<file path="config.mk">
export PLATFORM = sky130hd
export DESIGN_NAME = fetch_stage
export DESIGN_NICKNAME = d
export VERILOG_FILES = /design/src/rtl/fetch_stage.sv
export SDC_FILE = /design/constraint.sdc
export NUM_CORES = 1
export LEC_CHECK = 0
export CAP_MARGIN = 20
export CORE_MARGIN = 8
export CORE_UTILIZATION = 45
export CTS_CLUSTER_SIZE = 30
export DETAILED_ROUTE_END_ITERATION = 8
export DONT_BUFFER_PORTS = 1
export MAX_ROUTING_LAYER = met4
export PLACE_DENSITY = 0.58
export SETUP_SLACK_MARGIN = 0.02
export SYNTH_ARGS = -nofsm -noshare
export SYNTH_HDL_FRONTEND = slang
export SYNTH_SLANG_ARGS = --single-unit
</file>
<file path="constraint.sdc">
create_clock -name clk -period 7.61 [get_ports clk]
set_input_delay 1.1415 -clock clk [delete_from_list [all_inputs] [get_ports clk]]
set_output_delay 1.1415 -clock clk [all_outputs]
set_load 0.1 [all_outputs]
</file>
<file path="src/rtl/fetch_stage.sv">
// Instruction fetch stage: PC, one in-flight fetch against a 1-cycle memory,
// and a 2-entry {instr, pc} buffer feeding decode, with branch redirect.
module fetch_stage #(
  parameter int DATA_W = 16,
  parameter int ADDR_W = 5
) (
  input  logic              clk,
  input  logic              rst,
  input  logic [DATA_W-1:0] data_from_inst_memory,
  output logic [ADDR_W-1:0] address_to_inst_mem,
  input  logic              stall,
  input  logic              branch_taken,
  input  logic [ADDR_W-1:0] branch_target,
  output logic [DATA_W-1:0] instr_out,
  output logic [ADDR_W-1:0] pc_out,
  output logic              instr_valid
);

  logic [ADDR_W-1:0] r_pc;
  logic              r_inflight;
  logic [ADDR_W-1:0] r_inflight_pc;
  logic [DATA_W-1:0] r_instr [2];
  logic [ADDR_W-1:0] r_ipc   [2];
  logic              r_head;
  logic [1:0]        r_count;

  logic       w_pop;
  logic       w_push;
  logic [2:0] w_occ;
  logic       w_issue;
  logic       w_tail;

  assign w_pop   = (r_count != 2'd0) && !stall && !branch_taken;
  assign w_push  = r_inflight && !branch_taken;
  // Slots committed after this edge: buffered entries left plus the returning fetch.
  assign w_occ   = {1'b0, r_count} + {2'b00, r_inflight} - {2'b00, w_pop};
  assign w_issue = !branch_taken && (w_occ < 3'd2);
  // Free slot is head+count modulo 2; with count=2 it aliases the slot being popped.
  assign w_tail  = r_head ^ r_count[0];

  always_ff @(posedge clk or posedge rst) begin
    if (rst) begin
      r_pc          <= '0;
      r_inflight    <= 1'b0;
      r_inflight_pc <= '0;
      r_head        <= 1'b0;
      r_count       <= 2'd0;
      for (int i = 0; i < 2; i++) begin
        r_instr[i] <= '0;
        r_ipc[i]   <= '0;
      end
    end else if (branch_taken) begin
      r_pc       <= branch_target;
      r_inflight <= 1'b0;
      r_head     <= 1'b0;
      r_count    <= 2'd0;
    end else begin
      if (w_push) begin
        r_instr[w_tail] <= data_from_inst_memory;
        r_ipc[w_tail]   <= r_inflight_pc;
      end
      if (w_pop) begin
        r_head <= ~r_head;
      end
      r_count    <= r_count + {1'b0, w_push} - {1'b0, w_pop};
      r_inflight <= w_issue;
      if (w_issue) begin
        r_inflight_pc <= r_pc;
        r_pc          <= r_pc + ADDR_W'(1);
      end
    end
  end

  a_no_overflow: assert property (@(posedge clk) disable iff (rst)
    !(w_push && (r_count == 2'd2) && !w_pop));

  assign address_to_inst_mem = r_pc;
  assign instr_out           = r_instr[r_head];
  assign pc_out              = r_ipc[r_head];
  assign instr_valid         = (r_count != 2'd0);

endmodule

</file>
==> results of run 1 <==
[registers in the layout, summed over array words and instances, names as in the netlist]
signal	cells
r_instr	32
address_to_inst_mem	5
r_head	1
r_inflight	1
r_ipc	10
r_inflight_pc	5
r_count	2
[cells by family (layout without fill, tap and decap cells)]
logic type	Yosys count	after routing
adders and majority gates	3	3
xor gates and xnor gates	4	4
buffers and inverters	13	15
DFF	56	56
muxes	68	68
AOI/OAI and AO/OA	14	14
and+or+nand+nor	24	24
[synth_stat cells (2+ instances only)]
library cell,count,area (um2)
buf_6,4,45.0
ha_1,2,25.0
nor2_1,5,18.8
o211ai_1,2,15.0
buf_2,3,15.0
xor2_1,3,26.3
o21ai_0,4,20.0
or4_1,3,22.5
dfrtp_1,56,1400
mux2_4,20,300
nand2_1,2,7.51
nand4_1,2,12.5
nand3_1,3,15.0
inv_1,3,11.3
mux2_2,28,315
clkbuf_1,2,7.51
a31oi_1,3,18.8
mux2_1,20,225
[cell type report]
| cell class | instances | area, um2 | area share, % |
|---|---|---|---|
| Sequential cell | 56 | 1400 | 49.4 |
| Clock inverter | 2 | 16.3 | 0.573 |
| Clock buffer | 6 | 72.6 | 2.56 |
| Tap cell | 75 | 93.8 | 3.31 |
| Timing Repair Buffer | 3 | 62.6 | 2.20 |
| Inverter | 4 | 15.0 | 0.529 |
| Multi-Input combinational cell | 113 | 1180 | 41.5 |
[per-stage QoR]
stage,worst slack [ns],std cells,cell area (um2)
after floorplan,4.20,182,2660
after global placement,4.23,248,2690
after detailed placement,4.14,250,2720
after CTS,4.34,258,2810
after global routing,4.30,259,2840
final,4.50,259,2840
[critical path, cell delays in order]
cell	delay, ns
nor4b_1	0.47
o21ai_0	0.20
fa_1	0.57
inv_1	0.12
nor3_2	0.41
mux2_2	0.39
[routing by layer]
layer / vias up / routed length [um] / share of wire (%)
met5: - / 0 / 0
met4: 0 / 56 / 1.1
met3: 6 / 412 / 8.2
met2: 46 / 2440 / 48
met1: 731 / 2130 / 42
li1: 654 / - / -
[worst min path at each step]
| stage | endpoint | slack [ns] | depth (start not counted) |
|---|---|---|---|
| after floorplan | r_instr[16]$_DFFE_PP0P_ | 0.45 | 1 |
| after global placement | r_instr[21]$_DFFE_PP0P_ | 0.46 | 1 |
| after detailed placement | r_ipc[9]$_DFFE_PP0P_ | 0.47 | 1 |
| after CTS | r_ipc[9]$_DFFE_PP0P_ | 0.49 | 1 |
| after global routing | r_ipc[9]$_DFFE_PP0P_ | 0.50 | 1 |
| final | r_ipc[9]$_DFFE_PP0P_ | 0.49 | 1 |
==> flow_summary.ini, run 1 <==
[status]
status = finished clean

[route]
dr.first_iter.drc_count = 69
wl_um = 5040
ant_nets = 0
viasPerCell = 5.55
vias = 1437
wl_per_cell_um = 19.5
drc = 0
dr.pass1.iters = 4

[logic_synthesis]
async_reset_ff_share_pct = 100
synth_top_family_by_area = multiplexers
synth_xor_area_share_pct = 1.60
synth_warnings = 0
syn-mean-instance-area_um2 = 14.6
synthMuxAreaShare_pct = 31.6
synth_fa_ha_area_share_pct = 1.69
yosys.area_share.simple_pct = 6.02
ys_seq_elements = 56
synthesis.nets = 210
synth.distinct_cells = 35
syn_area_um2 = 2660
synth-edff-count = 0
ys_seq_area_share_pct = 52.7
synth_compound_area_share_pct = 3.34
synth_cells = 182
ys.flop_type = dfrtp_1

[floorplanning]
core_um2 = 5820
pin_count = 52
die_area_um2 = 8630
die_width_um = 92.9
core.rowCount = 28
start_util_pct = 45.8
fp.dieH_um = 92.9

[hold_path]
hp-class = flip-flop to flip-flop
min_from = r_ipc[9]$_DFFE_PP0P_

[clock_network]
cts_setup_buffers = 0
htree_levels = 2
clock_sinks = 56
cts_buffer_depth = 2
clk_pin_slew_worst_paths_ns = 0.09
cts_buffers = 5
clockRootBuffer = clkbuf_8
cts_hold_buffers = 0
cts_resized = 0
cts_tree = built
clk_latency_ns = 0.30

[sta]
post-route-min-period_ns = 3.11
hold_viol = 0
tightest_slew_ns = 1.03
whs_ns = 0.486
finalSetupViolations = 0
relSlewSlack_pct = 31.3
fin_tns_setup_ns = 0
fmax_ghz = 0.321
post-route-period-util_pct = 40.9
finalClockSkew_ns = 0.00382
slew_violations = 0
rsz0062_at_grt = no

[finish]
final_cell_mix = 56 x dfrtp_1, 28 x mux2_2, 20 x mux2_4, 20 x mux2_1
final_core_util_pct = 48.8
syn_to_final_growth_pct = 6.68
final_common_cell = dfrtp_1
nets = 211
antenna_cells = 0
fillers = 529
drive_gt1_share_pct = 34.8

[setup_path]
startpoint_type = input port
reg2reg_to = r_inflight_pc[1]$_DFFE_PP0P_
cp_data_arrival_time_ns = 3.30
crit_end = r_inflight_pc[1]$_DFFE_PP0P_
worstRegToRegCells = 6
startpoint = branch_taken
cp_max_fo = 13
reg2reg_slack_ns = 4.83
end_kind = flip-flop
worst_ep_required_time_ns = 7.80
crit_type = input port to flip-flop
r2r_start = r_count[0]$_DFF_PP0_

[flow_run]
maxCapViolations = 0

[global_routing]
antenna_found_initial = 0
grt_usage_pct = 12.7
overflow = 0
met2_usage_pct = 20.1
use_met3_pct = 5.02
grt_max_degree = 33
grt_pass1_wl_um = 8420
busiest_layer = met2
grtUsageMet1_pct = 14.6
grt_pass1_vias = 1613

[place]
dp_hpwl_um = 3570
gp_congestion = 0.803
io_buffers = 0
Power of run 1 is left out: the tool's default activity adds up to more than one toggle a clock period on the data nets, which glitch-free logic cannot reach.
==> inputs of run 2 (changes only) <==
Clock period 7.61 ns to 3.2 ns, I/O delays scaled along.
==> flow_summary.ini, run 2 (same netlist as run 1, synthesis figures left out) <==
[status]
status = finished clean

[clock_network]
cts_buffer_depth = 2
cts_buffers = 5
clock_sinks = 56
cts_hold_buffers = 1
clk_latency_ns = 0.30
clockRootBuffer = clkbuf_8
cts_tree = built
cts_resized = 0
cts_setup_buffers = 0
htree_levels = 2
clk_pin_slew_worst_paths_ns = 0.10

[floorplanning]
core_um2 = 5820
core.rowCount = 28
die_area_um2 = 8630
pin_count = 52
fp.dieH_um = 92.9
start_util_pct = 45.8
die_width_um = 92.9

[sta]
slew_violations = 0
tightest_slew_ns = 1.02
finalClockSkew_ns = 0.00880
hold_viol = 0
fmax_ghz = 0.349
finalSetupViolations = 0
post-route-min-period_ns = 2.86
post-route-period-util_pct = 89.5
fin_tns_setup_ns = 0
rsz0062_at_grt = no
relSlewSlack_pct = 31.8

[setup_path]
cpPeakStageDelay_ns = 0.59
cp_max_fo = 7
critPathBufInv = 1
worst_ep_required_time_ns = 3.40
end_kind = flip-flop
startpoint = r_count[0]$_DFF_PP0_
path_delay_family = simple AND/OR/NAND/NOR gates
startpoint_type = flip-flop
crit_type = flip-flop to flip-flop
cp_data_arrival_time_ns = 3.06
cp_cell_sequence = nor4b_1, o21ai_0, fa_1, inv_1, nor3_2, mux2_2
critPathSlowestCell = fa_1
r2r_start = r_count[0]$_DFF_PP0_

[finish]
drive_gt1_share_pct = 35.8
top_regs = r_instr: 32 flops, r_ipc: 10 flops
final_common_cell = dfrtp_1
largest_reg_flops = 32
nets = 214
seqCellArea_um2 = 1400
final_cell_mix = 56 x dfrtp_1, 28 x mux2_2, 20 x mux2_4, 20 x mux2_1, 6 x clkbuf_8
multi_input_area_um2 = 1180
regMostFlops = r_instr
antenna_cells = 0
final_core_util_pct = 49.3
fillers = 535
syn_to_final_growth_pct = 7.80

[route]
dr.first_iter.drc_count = 55
wl_um = 5050
vias = 1434
dr.pass1.iters = 4
viasPerCell = 5.47
wl_per_cell_um = 19.3
drc = 0
ant_nets = 0

[global_routing]
grt_max_degree = 45
grt_pass1_vias = 1657
antenna_found_initial = 0
grt_pass1_wl_um = 8520
grt_usage_pct = 12.8
overflow = 0

[flow_run]
maxCapViolations = 0

[place]
io_buffers = 0
dp_hpwl_um = 3570
gp_congestion = 0.808

[hold_path]
min_from = branch_taken
hp-class = input port to flip-flop
[run 2: changes by cell type in the layout (fill, tap and decap cells not counted), sizes merged]
cell         previous run  this run
buf                     3         5
dlygate4sd3             0         1
clkinvlp                1         0
bufinv                  0         1
[run 2: layout make-up]
| cell class | instances | area share (%) |
|---|---|---|
| clock inverters | 2 | 1.35 |
| flip-flops and latches | 56 | 48.8 |
| multi-input cells | 113 | 41.0 |
| well taps | 75 | 3.27 |
| repair buffers | 6 | 2.09 |
| inverters | 4 | 0.523 |
| clock buffers | 6 | 2.88 |
[run 2: layer usage]
layer,part of all wire (%),track usage (%)
met3,7.4,5.02
met1,42,15.1
met2,50,19.9
met4,1.0,3.62
met5,0,-
[run 2: per-stage QoR]
| stage | cell area [um2] | instances | setup WS (ns) | hold slack [ns] |
|---|---|---|---|---|
| after floorplan | 2660 | 182 | 0.449 | 0.454 |
| after global placement | 2720 | 252 | 0.478 | 0.463 |
| after detailed placement | 2740 | 253 | 0.302 | 0.338 |
| after CTS | 2870 | 262 | 0.299 | 0.213 |
| after global routing | 2870 | 262 | 0.198 | 0.211 |
| final | 2870 | 262 | 0.335 | 0.227 |
[run 2: worst paths after layout]
kind,endpoint,slack [ns],depth (start not counted)
max,r_inflight_pc[0]$_DFFE_PP0P_,0.34,6
min,r_count[1]$_DFF_PP0_,0.23,1
max reg2reg,r_inflight_pc[0]$_DFFE_PP0P_,0.34,6
min reg2reg,r_instr[19]$_DFFE_PP0P_,0.49,1
max in group asynchronous,r_instr[19]$_DFFE_PP0P_,2.11,3
min in group asynchronous,r_ipc[8]$_DFFE_PP0P_,0.57,2
[run 2: worst register-to-register path, stage by stage, from the launching register on]
cell	delay (ns)
dfrtp_1	0.48
nor4b_1	0.53
o21ai_0	0.21
fa_1	0.59
inv_1	0.14
nor3_2	0.42
mux2_2	0.39
Power of run 2 is left out for the same reason.
==> inputs of run 3 (changes only) <==
Settings changed: DONT_BUFFER_PORTS 1 to default, GPL_TIMING_DRIVEN from default to 0, PLACE_DENSITY 0.58 to 0.69.
==> flow_summary.ini, run 3 (same netlist as run 1, synthesis figures left out) <==
[flow_run]
maxCapViolations = 0

[sta]
post-route-period-util_pct = 93.9
rsz0062_at_grt = no
fmax_ghz = 0.333
finalClockSkew_ns = 0.00351
tightest_slew_ns = 0.984
relSlewSlack_pct = 34.2
hold_viol = 0
finalSetupViolations = 0
fin_tns_setup_ns = 0
final.setup.worst_slack_ns = 0.197
post-route-min-period_ns = 3.00
slew_violations = 0

[clock_network]
clk_pin_slew_worst_paths_ns = 0.09
clockRootBuffer = clkbuf_8
htree_levels = 2
cts_buffer_depth = 2
cts_hold_buffers = 0
cts_buffers = 5
clock_sinks = 56
cts_tree = built
cts_setup_buffers = 0
clk_latency_ns = 0.30

[finish]
syn_to_final_growth_pct = 28.3
nets = 269
fin_area_um2 = 3420
fillers = 504
top_regs = r_instr: 32 flops, r_ipc: 10 flops
antenna_cells = 0
regMostFlops = r_instr
drive_gt1_share_pct = 29.3
final_cell_mix = 56 x dfrtp_1, 51 x clkdlybuf4s50_1, 28 x mux2_2
final_common_cell = dfrtp_1
instances_no_fill = 317
largest_reg_flops = 32

[setup_path]
startpoint_type = input port
critPathBufInv = 3
worst_ep_required_time_ns = 3.39
end_kind = flip-flop
reg2reg_slack_ns = 0.67
r2r_start = r_count[0]$_DFF_PP0_
startpoint = branch_taken
cp_cell_sequence = clkdlybuf4s50_1, buf_2, nor4b_4, o21ai_0, fa_1, inv_1, nor3_4, mux2_2
worstRegToRegCells = 6
cp_data_arrival_time_ns = 3.20
cpPeakStageDelay_ns = 0.57
reg2reg_to = r_inflight_pc[3]$_DFFE_PP0P_
path_delay_family = buffers and inverters
critPathSlowestCell = fa_1
crit_type = input port to flip-flop
cp_max_fo = 10

[route]
ant_nets = 0
wl_per_cell_um = 16.3
drc = 0
wl_um = 5180
vias = 1620
dr.first_iter.drc_count = 42
dr.pass1.iters = 3
viasPerCell = 5.11

[global_routing]
grt_usage_pct = 13.4
grt_max_degree = 40
overflow = 0
grt_pass1_vias = 1739
grt_pass1_wl_um = 9010
antenna_found_initial = 0

[hold_path]
hp-class = input port to async pin

[place]
placed_cell_area_um2 = 3290
dp_hpwl_um = 3780
gp_congestion = 0.761
dp.cells = 309
io_buffers = 51
pre_cts_ws_ns = -0.516

[floorplanning]
die_area_um2 = 8630
start_util_pct = 45.8
core.rowCount = 28
core_um2 = 5820
fp.dieH_um = 92.9
pin_count = 52
die_width_um = 92.9

[status]
status = finished clean
==> run 3: cell types whose count changed in the layout (fill, tap and decap cells not counted), sizes merged <==
cell           previous run  this run
clkbuf                    6         7
clkdlybuf4s50             0        51
dlygate4sd3               1         0
buf                       5         9
==> run 3: metrics by stage <==
stage | utilization, % | hold slack [ns]
3_3_place_gp | 56.2 | 0.463
4_1_cts | 58.6 | 0.479
3_5_place_dp | 56.5 | 0.471
5_1_grt | 58.7 | 0.498
6_report | 58.7 | 0.472
2_1_floorplan | - | 0.454
==> run 3: final cells by class <==
cell class              instances  area (um2)  share of cell area, %
repair buffers                 52         531                   15.5
flip-flops and latches         56        1400                   41.0
well taps                      75        93.8                   2.75
clock buffers                   6        72.6                   2.12
multi-input cells             113        1200                   35.1
plain buffers                   9        68.8                   2.01
inverters                       4        15.0                  0.440
clock inverters                 2        35.0                   1.03
==> run 3: how the worst max path moves through the flow <==
stage	end	slack, ns	depth (start not counted)
after floorplan	r_inflight_pc[0]$_DFFE_PP0P_	0.45	7
after global placement	r_inflight_pc[0]$_DFFE_PP0P_	-0.46	8
after detailed placement	r_inflight_pc[0]$_DFFE_PP0P_	-0.52	8
after CTS	r_inflight_pc[3]$_DFFE_PP0P_	0.04	8
after global routing	address_to_inst_mem[2]$_DFFE_PP0P_	0.03	9
final	r_inflight_pc[3]$_DFFE_PP0P_	0.20	8
==> run 3: timing repair <==
item / 4_1_cts / 5_1_grt
pin swaps: 0 / 0
gates resized for setup: 2 / 4
setup endpoints to repair: 8 / 10
==> run 3: metal layers <==
| metal | vias up | track usage, % | wire, um |
|---|---|---|---|
| li1 | 777 | - | - |
| met1 | 810 | 16.8 | 2430 |
| met2 | 26 | 20.4 | 2490 |
| met3 | 7 | 2.75 | 172 |
| met4 | 0 | 6.04 | 87 |
| met5 | - | - | 0 |
Power of run 3 is left out for the same reason.
